==> config.mk <==
export PLATFORM = sky130hd
export DESIGN_NAME = lmem_arbiter
export DESIGN_NICKNAME = d
export VERILOG_FILES = /design/src/rtl/lmem_arbiter.sv
export SDC_FILE = /design/constraint.sdc
export NUM_CORES = 1
export LEC_CHECK = 0
export ABC_AREA = 1
export BUFFER_PORTS_ARGS = -buffer_cell sky130_fd_sc_hd__buf_2
export CORE_MARGIN = 3
export CORE_UTILIZATION = 49
export CTS_CLUSTER_DIAMETER = 150
export DETAILED_ROUTE_END_ITERATION = 16
export PLACE_DENSITY = 0.9
export SKIP_CTS_REPAIR_TIMING = 1
export SLEW_MARGIN = 20
export SYNTH_ARGS = -nofsm -noshare
export SYNTH_HDL_FRONTEND = slang
export SYNTH_SLANG_ARGS = --single-unit
==> constraint.sdc <==
create_clock -name clk -period 3 [get_ports clk]
set_input_delay 0 -clock clk [delete_from_list [all_inputs] [get_ports clk]]
set_output_delay 0 -clock clk [all_outputs]
set_load 0.05 [all_outputs]
==> src/rtl/lmem_arbiter.sv <==
// Shared layer-memory port arbiter for the CNN accelerator.
// Requesters: 0 = conv writer, 1 = max-pool engine, 2 = host dump (read-only).
// One command per cycle is granted (combinational gnt), registered onto the
// memory port the next cycle, and read data returns to the issuer one cycle
// after that. A requester may lock the port for atomic bursts; a locked owner
// that goes LOCK_TMO cycles without a grant is forcibly released.
// Build option: define LMEM_ARB_RR_EN for round-robin arbitration while OPEN;
// otherwise fixed priority 0 > 1 > 2 is used.
//
// state      | meaning
// ST_OPEN    | any requester eligible, arbitration by priority/round-robin
// ST_LOCKED  | only owner_q may be granted; timeout counter runs when idle
module lmem_arbiter #(
    parameter int AW       = 12,
    parameter int DW       = 20,
    parameter int LOCK_TMO = 16
) (
    input  logic              clk,
    input  logic              reset,
    input  logic [2:0]        req,
    input  logic [2:0]        lock,
    input  logic [2:0]        we,
    input  logic [3*AW-1:0]   addr_i,
    input  logic [3*DW-1:0]   wdata_i,
    input  logic [8:0]        sel_i,
    output logic [2:0]        gnt,
    output logic [2:0]        rvalid,
    output logic [DW-1:0]     rdata,
    output logic              lock_err,
    output logic              cwr,
    output logic              crd,
    output logic [AW-1:0]     caddr_wr,
    output logic [AW-1:0]     caddr_rd,
    output logic [DW-1:0]     cdata_wr,
    output logic [2:0]        csel,
    input  logic [DW-1:0]     cdata_rd
);

    localparam int TW = $clog2(LOCK_TMO + 1);

    typedef enum logic {ST_OPEN, ST_LOCKED} state_t;

    state_t          state_q;
    logic [1:0]      owner_q;
    logic [TW-1:0]   tmo_q;
    logic            lock_err_q;

    logic            cwr_q, crd_q;
    logic [AW-1:0]   caddr_wr_q, caddr_rd_q;
    logic [DW-1:0]   cdata_wr_q;
    logic [2:0]      csel_q;
    logic [2:0]      rd_oh_q;
    logic [2:0]      rvalid_q;
    logic [DW-1:0]   rdata_q;

    logic [2:0]      gnt_d;
    logic [1:0]      gidx;
    logic            any_gnt;
    logic            is_wr;
    logic [2:0]      owner_oh;
    logic            own_req, own_lock;
    logic [1:0]      arb_start;
    logic [AW-1:0]   addr_sel;
    logic [DW-1:0]   wdata_sel;
    logic [2:0]      sel_sel;

    // Priority pick among the three requesters starting at index 'start'.
    function automatic logic [2:0] pick_from(input logic [2:0] r, input logic [1:0] start);
        logic [2:0] g;
        g = 3'b000;
        case (start)
            2'd1: begin
                if (r[1])      g = 3'b010;
                else if (r[2]) g = 3'b100;
                else if (r[0]) g = 3'b001;
            end
            2'd2: begin
                if (r[2])      g = 3'b100;
                else if (r[0]) g = 3'b001;
                else if (r[1]) g = 3'b010;
            end
            default: begin
                if (r[0])      g = 3'b001;
                else if (r[1]) g = 3'b010;
                else if (r[2]) g = 3'b100;
            end
        endcase
        return g;
    endfunction

`ifdef LMEM_ARB_RR_EN
    logic [1:0] last_gnt_q;

    // Round-robin pointer: remembers the most recently granted requester.
    always_ff @(posedge clk or posedge reset) begin
        if (reset) begin
            last_gnt_q <= 2'd2;
        end else if (any_gnt) begin
            last_gnt_q <= gidx;
        end
    end

    assign arb_start = (last_gnt_q == 2'd2) ? 2'd0 : last_gnt_q + 2'd1;
`else
    assign arb_start = 2'd0;
`endif

    // Owner decode and grant generation; reset masks requests.
    always_comb begin
        owner_oh = 3'b001;
        case (owner_q)
            2'd1:    owner_oh = 3'b010;
            2'd2:    owner_oh = 3'b100;
            default: owner_oh = 3'b001;
        endcase
        own_req  = |(req & owner_oh);
        own_lock = |(lock & owner_oh);
        gnt_d    = 3'b000;
        if (!reset) begin
            if (state_q == ST_LOCKED) gnt_d = req & owner_oh;
            else                      gnt_d = pick_from(req, arb_start);
        end
    end

    // Granted-requester command mux; requester 2 never writes.
    always_comb begin
        any_gnt = |gnt_d;
        case (gnt_d)
            3'b010:  gidx = 2'd1;
            3'b100:  gidx = 2'd2;
            default: gidx = 2'd0;
        endcase
        is_wr = we[gidx] && (gidx != 2'd2);
        case (gidx)
            2'd1: begin
                addr_sel  = addr_i[2*AW-1:AW];
                wdata_sel = wdata_i[2*DW-1:DW];
                sel_sel   = sel_i[5:3];
            end
            2'd2: begin
                addr_sel  = addr_i[3*AW-1:2*AW];
                wdata_sel = wdata_i[3*DW-1:2*DW];
                sel_sel   = sel_i[8:6];
            end
            default: begin
                addr_sel  = addr_i[AW-1:0];
                wdata_sel = wdata_i[DW-1:0];
                sel_sel   = sel_i[2:0];
            end
        endcase
    end

    // Lock FSM: ownership tracking, idle timeout and forced-release pulse.
    always_ff @(posedge clk or posedge reset) begin
        if (reset) begin
            state_q    <= ST_OPEN;
            owner_q    <= 2'd0;
            tmo_q      <= '0;
            lock_err_q <= 1'b0;
        end else begin
            lock_err_q <= 1'b0;
            if (any_gnt) begin
                // A grant always wins over a same-cycle timeout.
                tmo_q <= '0;
                if (|(lock & gnt_d)) begin
                    state_q <= ST_LOCKED;
                    owner_q <= gidx;
                end else begin
                    state_q <= ST_OPEN;
                end
            end else if (state_q == ST_LOCKED) begin
                if (!own_req && !own_lock) begin
                    state_q <= ST_OPEN;
                    tmo_q   <= '0;
                end else if (tmo_q == TW'(LOCK_TMO - 1)) begin
                    state_q    <= ST_OPEN;
                    tmo_q      <= '0;
                    lock_err_q <= 1'b1;
                end else begin
                    tmo_q <= tmo_q + TW'(1);
                end
            end
        end
    end

    // Memory command stage and read-return pipeline.
    always_ff @(posedge clk or posedge reset) begin
        if (reset) begin
            cwr_q      <= 1'b0;
            crd_q      <= 1'b0;
            caddr_wr_q <= '0;
            caddr_rd_q <= '0;
            cdata_wr_q <= '0;
            csel_q     <= '0;
            rd_oh_q    <= '0;
            rvalid_q   <= '0;
            rdata_q    <= '0;
        end else begin
            cwr_q    <= any_gnt && is_wr;
            crd_q    <= any_gnt && !is_wr;
            rd_oh_q  <= (any_gnt && !is_wr) ? gnt_d : 3'b000;
            rvalid_q <= crd_q ? rd_oh_q : 3'b000;
            if (crd_q) rdata_q <= cdata_rd;
            if (any_gnt) begin
                csel_q <= sel_sel;
                if (is_wr) begin
                    caddr_wr_q <= addr_sel;
                    cdata_wr_q <= wdata_sel;
                end else begin
                    caddr_rd_q <= addr_sel;
                end
            end
        end
    end

    assign gnt      = gnt_d;
    assign rvalid   = rvalid_q;
    assign rdata    = rdata_q;
    assign lock_err = lock_err_q;
    assign cwr      = cwr_q;
    assign crd      = crd_q;
    assign caddr_wr = caddr_wr_q;
    assign caddr_rd = caddr_rd_q;
    assign cdata_wr = cdata_wr_q;
    assign csel     = csel_q;

endmodule

Word-level counts from Yosys, hierarchy flattened
Cells that the tools add are included.

operators by class
  $lt $le $gt $ge = 1
  multiplexer cells = 27
  reduce and logical (&&, ||, !) cells = 15
  bitwise gates (word level) = 4
  add/sub/neg operators = 1
  equal/unequal tests = 8

operators by type and width
  operator             count
  $pmux 20 s2          1
  $pmux 12 s2          1
  $mux 3               7
  $mux 5               4
  $pmux 3 s2           2
  $reduce_or 3->1      4
  $mux 1               10
  $and 3x3->3          3
  $reduce_and 2->1     3
  $add 5x1->5 const B  1
  $eq 5x4->1 const B   1
  $eq 2x1->1 const B   2
  $eq 2x2->1 const B   2
  $logic_and 1x1->1    4
  $pmux 2 s2           1
  $eq 3x2->1 const B   1
  $eq 3x3->1 const B   1
  $logic_not 1->1      3
  $lt 2x3->1 const B   1
  $bmux 1 s2           1
  $ne 2x2->1 const B   1
  $reduce_bool 2->1    1
  $not 1->1            1

storage, ports and cells
  word-level logic and storage cells = 69
  flip-flop bits (word level) = 84
  input port bits = 136
  output and inout port bits = 76

Depth between registers and ports, before layout
Gate-level depths: netlist of the first run.

  depth after elaboration = 13
  depth in mapped cells = 14
  gate-level depth less buffers = 13

Worst setup path after synthesis of the first run
Ideal clock, no wire load.

  kind = input port to flip-flop
  from = input reset
  to = register caddr_wr_q[0] (netlist: caddr_wr[0])
  stages = 11
  setup slack = 559 ps
  path buffers = 1
  arrival time = 2323 ps
  required time = 2882 ps
  library setup time = 118 ps
  cell sequence = inv_2 > nand2_2 > nor2_4 > a21oi_2 > nand2_2 > nand3_1 > nand2_2 > nand2_2 > buf_4 > nand2_1 > nand2_1

between the ends
  word-level cells in the longest chain between the ends = 7
  elaborated cells between the ends (all ways) = 13
  those cells by class = 5 x eq/ne; 5 x mux; 3 x reduce/logical

RTL lines
  item                                             line  source
  start: declaration                               19    input logic reset,
  $mux 3 *                                         119   if (!reset) begin
  net gnt[0]                                       26    output logic [2:0] gnt,
  $eq 3x3->1 / $eq 3x2->1 (equally long branches)  128   case (gnt_d)
  $pmux 2 s2                                       128
  $bmux 1 s2                                       133   is_wr = we[gidx] && (gidx != 2'd2);
  $mux 1 (not written as such)                     133
  $logic_and 1x1->1                                133
  $reduce_and 2->1 (no source line)                -
  end signal: assignment                           207   caddr_wr_q <= addr_sel;
  end: declaration                                 49    logic [AW-1:0] caddr_wr_q, caddr_rd_q;

The timed path passes the listed nets; every way through them passes the cells marked *. The select of a mux whose other input is x is not followed.
A chain may end at the register's enable or synchronous reset.

Final worst setup path of the first run
  from = register owner_q[0]
  to = register csel_q[0] (netlist: csel[0])

between the ends
  word-level cells in the longest chain between the ends = 9
  elaborated cells between the ends (all ways) = 13
  those cells by class = 6 x eq/ne; 5 x mux; 1 x bitwise; 1 x reduce/logical

RTL lines
  item                                             line  source
  start: declaration                               44    logic [1:0] owner_q;
  start signal: assignment                         167   owner_q <= gidx;
  $eq 2x2->1 / $eq 2x1->1 (equally long branches)  111   case (owner_q)
  $pmux 3 s2 *                                     111
  $and 3x3->3 *                                    120   if (state_q == ST_LOCKED) gnt_d = req & owner_oh;
  $mux 3 *                                         120
  $mux 3 *                                         119
  $eq 3x3->1 / $eq 3x2->1 (equally long branches)  128
  $pmux 2 s2                                       128
  $eq 2x2->1 / $eq 2x1->1 (equally long branches)  134   case (gidx)
  $pmux 3 s2                                       134
  end signal: assignment                           205   csel_q <= sel_sel;
  end: declaration                                 51    logic [2:0] csel_q;

Every way passes the cells marked *; elsewhere a longest branch is shown, timed or not.

==> metrics list, run 1 <==
- The run finished, with violations left.
* Violations in the final reports: hold timing
* Count of maximum capacitance violations: 0
- Via/cell ratio: 5.22
- The core region is 7930 um^2.
- The repair_antennas step left the layout with diodes totalling 0.
* Max Fclk: 0.352 GHz
- Across all setup checks in the final design, the least slack found is 0.162 ns.
* Total negative slack for setup checks: 0 ns
- Total routing resource utilization after global routing: 25.0%
- The endpoint identified for the worst register-to-register timing path is csel[0].
- At the end of routability-driven placement, the weighted congestion stood at 0.884.
* Number of buffers between clock root and the deepest sink: 2
- After synthesis, the share of cell area in mux cells is 5.51%.
* Horizontal die dimension: 97.3 um
- Main combinational cell family by area after synthesis: simple AND/OR/NAND/NOR gates
- TritonCTS built the clock tree.
- Synthesis produced 500 cells.
- Element type at the critical path end: flip-flop
* Number of search-and-repair iterations in the first detailed-routing pass: 4
- Entering global routing, the biggest net connects 58 pins.
- By startpoint and endpoint, the worst setup path is classified as flip-flop to flip-flop.
* Yosys warning count: 0
- Number of H-tree levels: 3
- Finish-stage setup viols: 0
- Worst path arrival time: 3.06 ns
- The tree is rooted in a sky130_fd_sc_hd__clkbuf_8.
* Startpoint kind of the worst setup timing path: flip-flop
* Share of cells above drive strength 1: 36.7%
* Wire length reported by the detailed router: 13400 um
- Summing the areas of all and, or, nand and nor instances in the mapped netlist gives 34.2% of the synthesized area.
- The tightest min-delay check is of the input port to flip-flop type.
- The count of nets left with antenna violations once routing finished came out at 0.
- Count of cells along the worst hold path: 5
- Actual slew at the worst max-slew pin: 0.915 ns
- Final Hold Fails: 14
- Startpoint of the lowest-slack hold path: wdata_i[35]
* Wire length per cell after detailed routing: 15.8 um
- For this design, the sink count on the clock tree is 84.
- The number of antenna violations at the first check in global routing came to 0.
* Parity-gate share of the synthesized area counting xor and xnor cells: 0.214%
- Power per unit of standard cell area: 740 nW/um^2
- Relative to the synthesized area, the layout overhead comes to 41.4%.
* Fin crit period: 2.84 ns
* Maximum fanout encountered on the critical timing path: 36
- Setup slack of the worst register-to-register path: 0.16 ns
- Worst-case setup slack after placement: 0.520 ns
* Leak: 3.20 nW
- Via count of the first global-routing pass: 4139
- Maximum resistive drop on vdd: 332 uV
* Remaining DRCs: 0
* Synthesis-stage register bit count: 84
- The first global-routing pass estimated 19400 um of wire.
- After detailed placement, the total cell area comes to 5190 um^2.
- The floorplan step defined a die boundary enclosing 9470 um^2.
- In this run the core area contains 32 standard-cell rows.
* Number of placed I/O pins: 212
- Sequential area share after synthesis: 51.4%
- Buffers added on ports: 210
- Detailed routing inserted a total of 4423 vias.
- Area fraction in compound gates after synthesis: 3.00%
- Final Core Density: 72.9%
- Between clock sinks in the finished design, the worst skew comes to 0.0103 ns.
* Number of pins exceeding their max-slew limit in the final report: 0
- Total power for the finished layout comes to 4.28 mW.
- Floorplan die height: 97.3 um
- Share of the cycle needed by the critical path after routing: 94.6%
- Number of cells traversed by the worst register-to-register path: 11
* Total nets after synthesis: 639
* Hold slack: -0.0401 ns
- At the worst endpoint, the required time is 3.22 ns.
* Average cell area after synthesis: 8.17 um^2
- The worst hold path terminates at cdata_wr[15].
- The first routing iteration left 173 violations.
- Post-layout net count: 880
* Post-Layout Inst Area: 5780 um^2
- Headroom to the max-slew limit came out at 39.0%.
- In this run the critical register-to-register path is launched from owner_q[0].
- Clk Latency, worst-skew pair: 0.34 ns
- Number of buffers added by the clock tree synthesis step: 9
* Number of distinct standard cells referenced by the synthesized netlist: 25
- Summed over all layers, the global routing overflow is 0.
* Number of placed cells counting well taps: 794
* Post-Layout Cell Count: 848
* Starting Density: 51.5%
* Clock-pin slew on the worst setup and hold paths: 0.09 ns
* Post-synthesis cell area: 4090 um^2
- The HPWL after detailed placement is 9040 um.
- Fraction of the mapped netlist area in adder cells: 0.919%
==> cell type report <==
class / count / area [um^2]
fillers: 564 / 2150
clock inverters: 6 / 71.3
flip-flops and latches: 84 / 2100
multi-input cells: 375 / 1790
clock buffers: 10 / 138
inverters: 18 / 68.8
well taps: 102 / 128
repair buffers: 253 / 1480
==> placed cells by master (no fill, tap or decap), types with 4 or more instances in the layout <==
| master | instances |
|---|---|
| sky130_fd_sc_hd__nand2_1 | 228 |
| sky130_fd_sc_hd__buf_2 | 210 |
| sky130_fd_sc_hd__dfrtp_1 | 84 |
| sky130_fd_sc_hd__nand3_1 | 69 |
| sky130_fd_sc_hd__dlygate4sd3_1 | 38 |
| sky130_fd_sc_hd__mux2_2 | 20 |
| sky130_fd_sc_hd__nor2_1 | 17 |
| sky130_fd_sc_hd__inv_1 | 14 |
| sky130_fd_sc_hd__clkbuf_8 | 10 |
| sky130_fd_sc_hd__nand2_2 | 8 |
| sky130_fd_sc_hd__a21oi_1 | 8 |
| sky130_fd_sc_hd__o21ai_0 | 6 |
| sky130_fd_sc_hd__nor2_4 | 4 |
| sky130_fd_sc_hd__buf_4 | 4 |
==> state kept, by name, indices dropped and copies added (netlist names), 3 cells and up <==
signal / cells
cdata_wr: 20
rdata: 20
caddr_rd: 12
caddr_wr: 12
tmo_q: 5
csel: 3
rd_oh_q: 3
rvalid: 3
==> critical path, stage by stage (launching register included) <==
cell and delay [ns]:
sky130_fd_sc_hd__dfrtp_1 0.38, sky130_fd_sc_hd__inv_1 0.06, sky130_fd_sc_hd__ha_1 0.34, sky130_fd_sc_hd__nor2_4 0.14, sky130_fd_sc_hd__nor2_4 0.06, sky130_fd_sc_hd__nor2_2 0.16, sky130_fd_sc_hd__nand2_4 0.13, sky130_fd_sc_hd__inv_2 0.51
sky130_fd_sc_hd__nor2_1 0.17, sky130_fd_sc_hd__nand2_1 0.11, sky130_fd_sc_hd__a21oi_1 0.07, sky130_fd_sc_hd__dlygate4sd3_1 0.57
==> kinds of logic (layout without fill, tap and decap cells) <==
kind of cell / Yosys count / in the layout
AND/OR/NAND/NOR: 331 / 331
flip-flops: 84 / 84
buffers and inverters: 41 / 287
AO/OA/AOI/OAI: 20 / 20
multiplexers: 20 / 20
adder cells (fa/ha/maj): 3 / 3
XOR/XNOR: 1 / 1
==> synth_stat cells (all sizes together) <==
library cell	instances	area (um^2)
o21ai	8	43.8
buf	16	100
mux2	20	225
o211ai	1	7.51
nand3	69	345
o22ai	1	6.26
ha	3	37.5
dfrtp	84	2100
clkbuf	7	26.3
nor2	24	128
a21oi	10	65.1
nand4	1	6.26
xor2	1	8.76
nand2	237	917
inv	18	67.6
==> how the worst max path moves through the flow <==
stage | cells after the start | end | from
after detailed placement | 11 | cdata_wr[19] | owner_q[0]
after floorplan | 11 | caddr_wr[0] | reset
after CTS | 11 | caddr_wr[0] | owner_q[0]
final | 11 | csel[0] | owner_q[0]
after global placement | 11 | cdata_wr[4] | owner_q[0]
after global routing | 11 | csel[0] | owner_q[0]
==> metal layers <==
metal / up-vias / wire length (um) / global-route usage, %
met5: - / 0 / 0
met1: 2096 / 5060 / 27.5
met2: 221 / 6980 / 47.2
li1: 2073 / - / -
met4: 0 / 340 / 8.73
met3: 33 / 1050 / 5.46
==> where the power goes <==
group	switching (mW)	internal, mW	total [mW]
registers	0.172	1.40	1.57
logic	1.40	0.480	1.88
clock network	0.416	0.415	0.831
Note: power is estimated with default switching activity, not from simulation.
==> run 2, diff against run 1 <==
--- a/config.mk
+++ b/config.mk
@@ -7,7 +7,7 @@
 export LEC_CHECK = 0
 export ABC_AREA = 1
 export BUFFER_PORTS_ARGS = -buffer_cell sky130_fd_sc_hd__buf_2
-export CORE_MARGIN = 3
+export CORE_MARGIN = 10
 export CORE_UTILIZATION = 49
 export CTS_CLUSTER_DIAMETER = 150
 export DETAILED_ROUTE_END_ITERATION = 16
==> constraint.sdc (replaced) <==
create_clock -name clk -period 3.45 [get_ports clk]
set_input_delay 0 -clock clk [delete_from_list [all_inputs] [get_ports clk]]
set_output_delay 0 -clock clk [all_outputs]
set_load 0.05 [all_outputs]
==> run 2 against run 1 <==
Flip-flop and latch count unchanged. Worst setup slack better by 0.066 ns. The flow still finishes with violations (hold timing). Sequential share of layout area is 0.094 points lower. Power down 12%. Design area rose by 0.26%. Fmax down 12%. Global-route usage fell by 3.8 points. Routed wire length up 13%. Cell count grew 0.71%. Hold slack better by 0.011 ns. Non-clock buffer count rose by 2. Utilization is 2.0 points lower.
==> metrics list, run 2 (synthesis results as in run 1) <==
- Outcome: complete, but fails checks
- The checks that failed: hold timing.
* Overall die area: 12400 um^2
- Element type at the critical path end: flip-flop
- Actual slew at the worst max-slew pin: 0.904 ns
- Critical Path Source: owner_q[0]
* Startpoint of the lowest-slack hold path: wdata_i[29]
* Cell with the largest stage delay on the worst path: sky130_fd_sc_hd__inv_2
- Headroom to the max-slew limit came out at 39.7%.
- After detailed routing, the average wire length per cell comes to 17.8 um.
* Total via count after detailed routing: 4479
- The clock period could shrink to 3.22 ns.
- The worst setup path is launched from a flip-flop.
* Global-route wire length before repair: 21900 um
* Final Core Density: 70.9%
- The number of global-route vias before repair was 4344.
* Relative contribution of the clock network to total power: 19.2%
* Worst path required time: 3.69 ns
* CP Cell Sequence: inv_1 -> ha_1 -> nor2_4 -> nor2_4 -> nor2_2 -> nand2_4 -> inv_2 -> nor2_1 -> a21oi_1 -> dlygate4sd3_1 -> nor2_1
- For this design the total switching power over the nets is 1.75 mW.
* Clock tree from TritonCTS: done
- Data arrives at the worst endpoint at 3.46 ns.
- Max Fclk: 0.310 GHz
* Worst reg2reg path endpoint: csel[1]
- Horizontal die dimension: 111 um
- Power per unit of standard cell area: 646 nW/um^2
- The startpoint identified for the worst register-to-register timing path is owner_q[0].
- Grouping stages by cell kind, the critical path spends the most delay in buffers and inverters.
- Post-layout net count: 882
* Number of cell rows: 33
* Maximum resistive drop on vdd: 293 uV
* Seq pwr share: 36.4%
* GP Congestion: 0.831
* Final Hold Fails: 16
- Count of cells along the worst hold path: 5
- On the final layout, the worst clock skew is 0.0108 ns.
* Most common library cell in the layout ignoring fill and taps: sky130_fd_sc_hd__nand2_1
- For this run, the total global-route usage over all layers was measured as 21.2%.
- Longest individual stage delay on the worst path: 0.63 ns
- Initial antenna violation count: 1
* Highest-count cells in the layout ignoring fill and taps: sky130_fd_sc_hd__nand2_1, sky130_fd_sc_hd__buf_2, sky130_fd_sc_hd__dfrtp_1
* Portion of total power attributed to combinational logic: 44.4%
* Remaining Overflow, GRT: 0
* Floorplan die height: 111 um
- In the routed layout, each cell is associated on average with a via count of 5.24.
* Buffers added on ports: 210
- Remaining DRCs: 0
* Worst-case setup slack after placement: 0.829 ns
* Clk Latency, worst-skew pair: 0.34 ns
* CTS sink cnt: 84
- Crit path buf inv count: 3
- Worst min-delay path class: input port to flip-flop
- Setup slack closes at 0.228 ns.
- Number of H-tree levels: 3
* Hold slack: -0.0289 ns
- The final layout contains routed wiring with a total length of 15200 um.
- Share of cells above drive strength 1: 36.5%
- Number of search-and-repair iterations in the first detailed-routing pass: 5
* Switching fraction of total power: 46.7%
- Largest net degree at the start of global routing: 66
- Max-cap violations in this run came to 0.
- Total negative slack for setup checks: 0 ns
- Core outline area: 8180 um^2
- The worst hold path terminates at cdata_wr[9].
- Summed over all nets, the half-perimeter wirelength after detailed placement is 10500 um.
* Clock Root Buffer: sky130_fd_sc_hd__clkbuf_8
- Area overhead of the layout relative to synthesis: 41.8%
* Share of the cycle needed by the critical path after routing: 93.4%
- In this run the remaining antenna-violating nets after routing total 0.
* Number of buffers between clock root and the deepest sink: 2
- The worst register-to-register path has a setup slack of 0.23 ns.
- Summed over all cells, the static leakage comes to 3.21 nW.
- The worst register-to-register path has a depth of 11.
- Total power for the finished layout comes to 3.74 mW.
* Number of pins exceeding their max-slew limit in the final report: 0
- Kind of critical path: flip-flop to flip-flop
- In this run, the number of DRC markers left after iteration 0 of detailed routing was 399.
* Finish-stage setup viols: 0
* Number of placed I/O pins: 212
* Clock-pin slew on the worst setup and hold paths: 0.09 ns
* Starting Density: 50.0%
* Number of buffers added by the clock tree synthesis step: 9
- Maximum fanout encountered on the critical timing path: 36
* P_int: 1.99 mW
- Setup repair after global routing left no endpoint under its margin.
run 2: changes by cell type in the layout (fill, tap and decap cells not counted):
cell / before / now
sky130_fd_sc_hd__clkinv_4: 1 / 0
sky130_fd_sc_hd__clkinv_2: 1 / 2
sky130_fd_sc_hd__dlygate4sd3_1: 38 / 41
sky130_fd_sc_hd__diode_2: 0 / 1
sky130_fd_sc_hd__inv_6: 2 / 1
sky130_fd_sc_hd__inv_8: 0 / 1
sky130_fd_sc_hd__buf_12: 1 / 0
run 2: through the flow:
| stage | instance area [um^2] | cells |
|---|---|---|
| finish | 5790 | 854 |
| global route | 5790 | 854 |
| CTS | 5380 | 812 |
| detailed placement | 5170 | 796 |
| global placement | 5170 | 796 |
| floorplan | 4090 | 500 |
run 2: final cells by class:
cell class,count,area [um^2]
flip-flops and latches,84,2100
repair buffers,255,1490
multi-input cells,375,1790
well taps,105,131
diodes,1,2.50
inverters,18,68.8
fillers,606,2380
clock buffers,10,138
clock inverters,6,70.1
run 2: power groups by stage:
stage	Sequential [mW]	Clock [mW]	Combinational, mW
after CTS	1.35	0.743	1.61
after global routing	1.39	0.780	1.76
after global placement	1.35	0	1.58
after floorplan	2.15	0	0.375
after detailed placement	1.37	0	1.61
final	1.36	0.721	1.66
run 2: worst max-delay path by stage:
stage,to,slack (ns),depth (start not counted)
CTS,caddr_wr[4],0.79,12
global placement,cdata_wr[13],0.96,12
finish,csel[1],0.23,11
floorplan,caddr_wr[0],1.01,11
detailed placement,caddr_wr[4],0.83,12
global route,csel[1],0.05,12
run 2: worst min-delay path, cell delays in order:
cell and delay, ns:
sky130_fd_sc_hd__buf_2 0.07, sky130_fd_sc_hd__nand2_1 0.04, sky130_fd_sc_hd__nand3_1 0.07, sky130_fd_sc_hd__nand2_1 0.05, sky130_fd_sc_hd__nand2_1 0.04
run 2: layer usage:
| metal | global-route usage, % | up-vias | part of all wire (%) |
|---|---|---|---|
| li1 | - | 2083 | - |
| met1 | 25.0 | 2108 | 38 |
| met2 | 37.1 | 264 | 51 |
| met3 | 6.01 | 24 | 9.4 |
| met4 | 5.40 | 0 | 1.4 |
| met5 | 0 | - | 0 |
==> run 3, diff against run 2 <==
--- a/config.mk
+++ b/config.mk
@@ -6,12 +6,14 @@
 export NUM_CORES = 1
 export LEC_CHECK = 0
 export ABC_AREA = 1
-export BUFFER_PORTS_ARGS = -buffer_cell sky130_fd_sc_hd__buf_2
+export BUFFER_PORTS_ARGS = -buffer_cell sky130_fd_sc_hd__buf_4
+export CELL_PAD_IN_SITES_DETAIL_PLACEMENT = 1
+export CELL_PAD_IN_SITES_GLOBAL_PLACEMENT = 1
 export CORE_MARGIN = 10
-export CORE_UTILIZATION = 49
+export CORE_UTILIZATION = 34
 export CTS_CLUSTER_DIAMETER = 150
 export DETAILED_ROUTE_END_ITERATION = 16
-export PLACE_DENSITY = 0.9
+export PLACE_DENSITY = 0.89
 export SKIP_CTS_REPAIR_TIMING = 1
 export SLEW_MARGIN = 20
 export SYNTH_ARGS = -nofsm -noshare
==> run 3 against run 2 <==
Via count fell by 4.2%. Critical endpoint is now csel[2]. The flow still finishes with violations (hold timing). Combinational power rose by 10%. Highest routed layer unchanged. Clock power increased by 22%. Routed wire length increased by 9.1%. Sequential power is essentially flat. Critical path type unchanged. Cell count grew 2.3%. Clock skew shrank 0.0056 ns. Largest power group unchanged. Largest cell class unchanged. Die area grew 36%. Power increased by 8.9%. Flip-flop and latch count is the same.
==> metrics list, run 3 (synthesis results as in run 1) <==
- Timing analysis after detailed placement gives a worst setup slack of 0.686 ns.
- Setup WS post-layout: 0.311 ns
- Worst path arrival time: 3.35 ns
- Via count of the first global-routing pass: 4591
- Power spread over the standard cell area amounts to 651 nW/um^2.
- Maximum fanout encountered on the critical timing path: 36
* Wire length per cell after detailed routing: 19.0 um
* Share of the cycle needed by the critical path after routing: 91.0%
* Number of placed cells counting well taps: 833
* Portion of total power attributed to combinational logic: 44.8%
* Maximum resistive drop on vdd: 228 uV
* RSZ-0062 raised after global routing: no
- Setup violations remaining at the end of the flow were counted as 0.
- From bottom edge to top edge, the die measures 130 um.
* Final Hold Fails: 20
- Based on the critical path, the design can be clocked at up to 0.319 GHz.
- Number of cells traversed by the worst register-to-register path: 11
- Power dissipated by switching net loads: 1.78 mW
- Antenna diode count: 0
- For the pin with the worst max-slew slack, the measured transition is 0.897 ns.
- Headroom to the max-slew limit came out at 40.2%.
- The flow ran to the end, but the final reports show violations.
- Final Core Density: 54.0%
- Number of cell rows: 39
- On the final layout, the worst hold slack is -0.0308 ns.
- Horizontal die dimension: 130 um
* Largest net degree at the start of global routing: 67
- The finished layout holds 874 standard cells, fillers aside.
* Violations in the final reports: hold timing
* Share of cells above drive strength 1: 36.7%
- STA classifies the critical path startpoint as a flip-flop.
- Leak: 3.33 nW
- Fill cells in the final layout number 1393.
- The detailed router placed 4293 vias in this run.
* Element type at the critical path end: flip-flop
* CTS sink cnt: 84
- Worst path required time: 3.67 ns
- Total routing resource utilization after global routing: 17.6%
* Number of H-tree levels: 3
* Post-route clock skew: 0.00521 ns
* Post-Layout Inst Area: 6270 um^2
- The first global-routing pass estimated 23400 um of wire.
- Number of search-and-repair iterations in the first detailed-routing pass: 4
* Overall die area: 16800 um^2
- 212 I/O pins were placed.
- The net count of the finished layout is 865.
- Summed over all layers, the routed wires come to 16600 um.
- The floorplan step defined a core boundary enclosing 11600 um^2.
- Starting Density: 35.2%
- In the layout the commonest cells are sky130_fd_sc_hd__nand2_1, sky130_fd_sc_hd__buf_4, sky130_fd_sc_hd__dfrtp_1.
* Clock Root Buffer: sky130_fd_sc_hd__clkbuf_16
- Remaining DRCs: 0
- Total placed instance area: 5750 um^2
- The detailed router finished its first iteration with 301 violations.
- GP Congestion: 0.827
- The tool flagged a number of max-cap violations equal to 0.
- Number of buffers between clock root and the deepest sink: 2
- The max-slew violation count is 0.
* Clock tree from TritonCTS: done
- Summed over all nets, the half-perimeter wirelength after detailed placement is 11900 um.
* Count of cells along the worst hold path: 5
- Dividing the detail-routed via count by the number of cells gives 4.91.
- The worst setup path is of the flip-flop to flip-flop kind.
* Switching fraction of total power: 43.6%
* Total negative slack for setup checks: 0 ns
* Initial antenna violation count: 0
* Relative contribution of the clock network to total power: 21.5%
* Clk Latency, worst-skew pair: 0.34 ns
* Fin crit period: 3.14 ns
- Number of buffers added by the clock tree synthesis step: 9
* Antenna viol nets, final: 0
- Area overhead of the layout relative to synthesis: 53.3%
* Post-layout total power: 4.08 mW
- In this run the tool buffered the top-level ports with 210 buffer cells.
* Worst min-delay path class: input port to flip-flop
- Global routing finished with a remaining overflow of 0.
* P_int: 2.30 mW
- The library cell used most frequently in the layout, excluding fill and tap cells, is sky130_fd_sc_hd__nand2_1.
- Clock-pin slew on the worst setup and hold paths: 0.06 ns
- Seq pwr share: 33.7%
run 3: cell count changes in the layout (fill, tap and decap cells not counted), moves of 2 or more:
cell | previous run | this run
sky130_fd_sc_hd__clkbuf_8 | 10 | 1
sky130_fd_sc_hd__buf_2 | 210 | 0
sky130_fd_sc_hd__clkbuf_16 | 0 | 9
sky130_fd_sc_hd__buf_4 | 4 | 212
sky130_fd_sc_hd__dlygate4sd3_1 | 41 | 25
sky130_fd_sc_hd__clkbuf_1 | 0 | 4
sky130_fd_sc_hd__clkinvlp_4 | 2 | 0
run 3: area by class of cell:
class                   count  area (um^2)  share of cell area (%)
clock buffers              14          254                    4.05
clock inverters             2         10.0                   0.160
inverters                  18         68.8                    1.10
multi-input cells         375         1790                    28.6
flip-flops and latches     84         2100                    33.5
well taps                 143          179                    2.86
repair buffers            238         1860                    29.7
run 3: final timing paths:
kind | from | to | slack [ns]
worst max register to register | owner_q[0] | csel[2] | 0.31
worst min register to register | rd_oh_q[2] | rvalid[2] | 0.44
worst min-delay path | wdata_i[43] | cdata_wr[3] | -0.03
worst max-delay path | owner_q[0] | csel[2] | 0.31
max in group asynchronous | reset | rd_oh_q[1] | 2.05
min in group asynchronous | reset | csel[2] | 0.22
run 3: worst max-delay path: stages (launching register included):
cell and delay [ns]:
sky130_fd_sc_hd__dfrtp_1 0.37, sky130_fd_sc_hd__inv_1 0.06, sky130_fd_sc_hd__ha_1 0.35, sky130_fd_sc_hd__nor2_4 0.14, sky130_fd_sc_hd__nor2_4 0.06, sky130_fd_sc_hd__nor2_2 0.16
sky130_fd_sc_hd__nand2_4 0.27, sky130_fd_sc_hd__inv_2 0.61, sky130_fd_sc_hd__nor2_1 0.18, sky130_fd_sc_hd__nand2_1 0.11, sky130_fd_sc_hd__a21oi_1 0.07, sky130_fd_sc_hd__dlygate4sd3_1 0.58
run 3: power by group through the flow:
stage / registers (mW) / clock network [mW] / logic (mW)
6_report: 1.38 / 0.877 / 1.83
3_3_place_gp: 1.36 / 0 / 1.77
5_1_grt: 1.40 / 0.936 / 1.93
4_1_cts: 1.37 / 0.893 / 1.81
2_1_floorplan: 2.15 / 0 / 0.375
3_5_place_dp: 1.38 / 0 / 1.80
run 3: per-layer routing:
metal / global-route usage [%] / vias up / part of all wire, %
met2: 32.8 / 160 / 52
met1: 17.7 / 2064 / 37
met3: 6.28 / 27 / 8.5
met5: 0 / - / 0
met4: 6.22 / 0 / 1.9
li1: - / 2042 / -
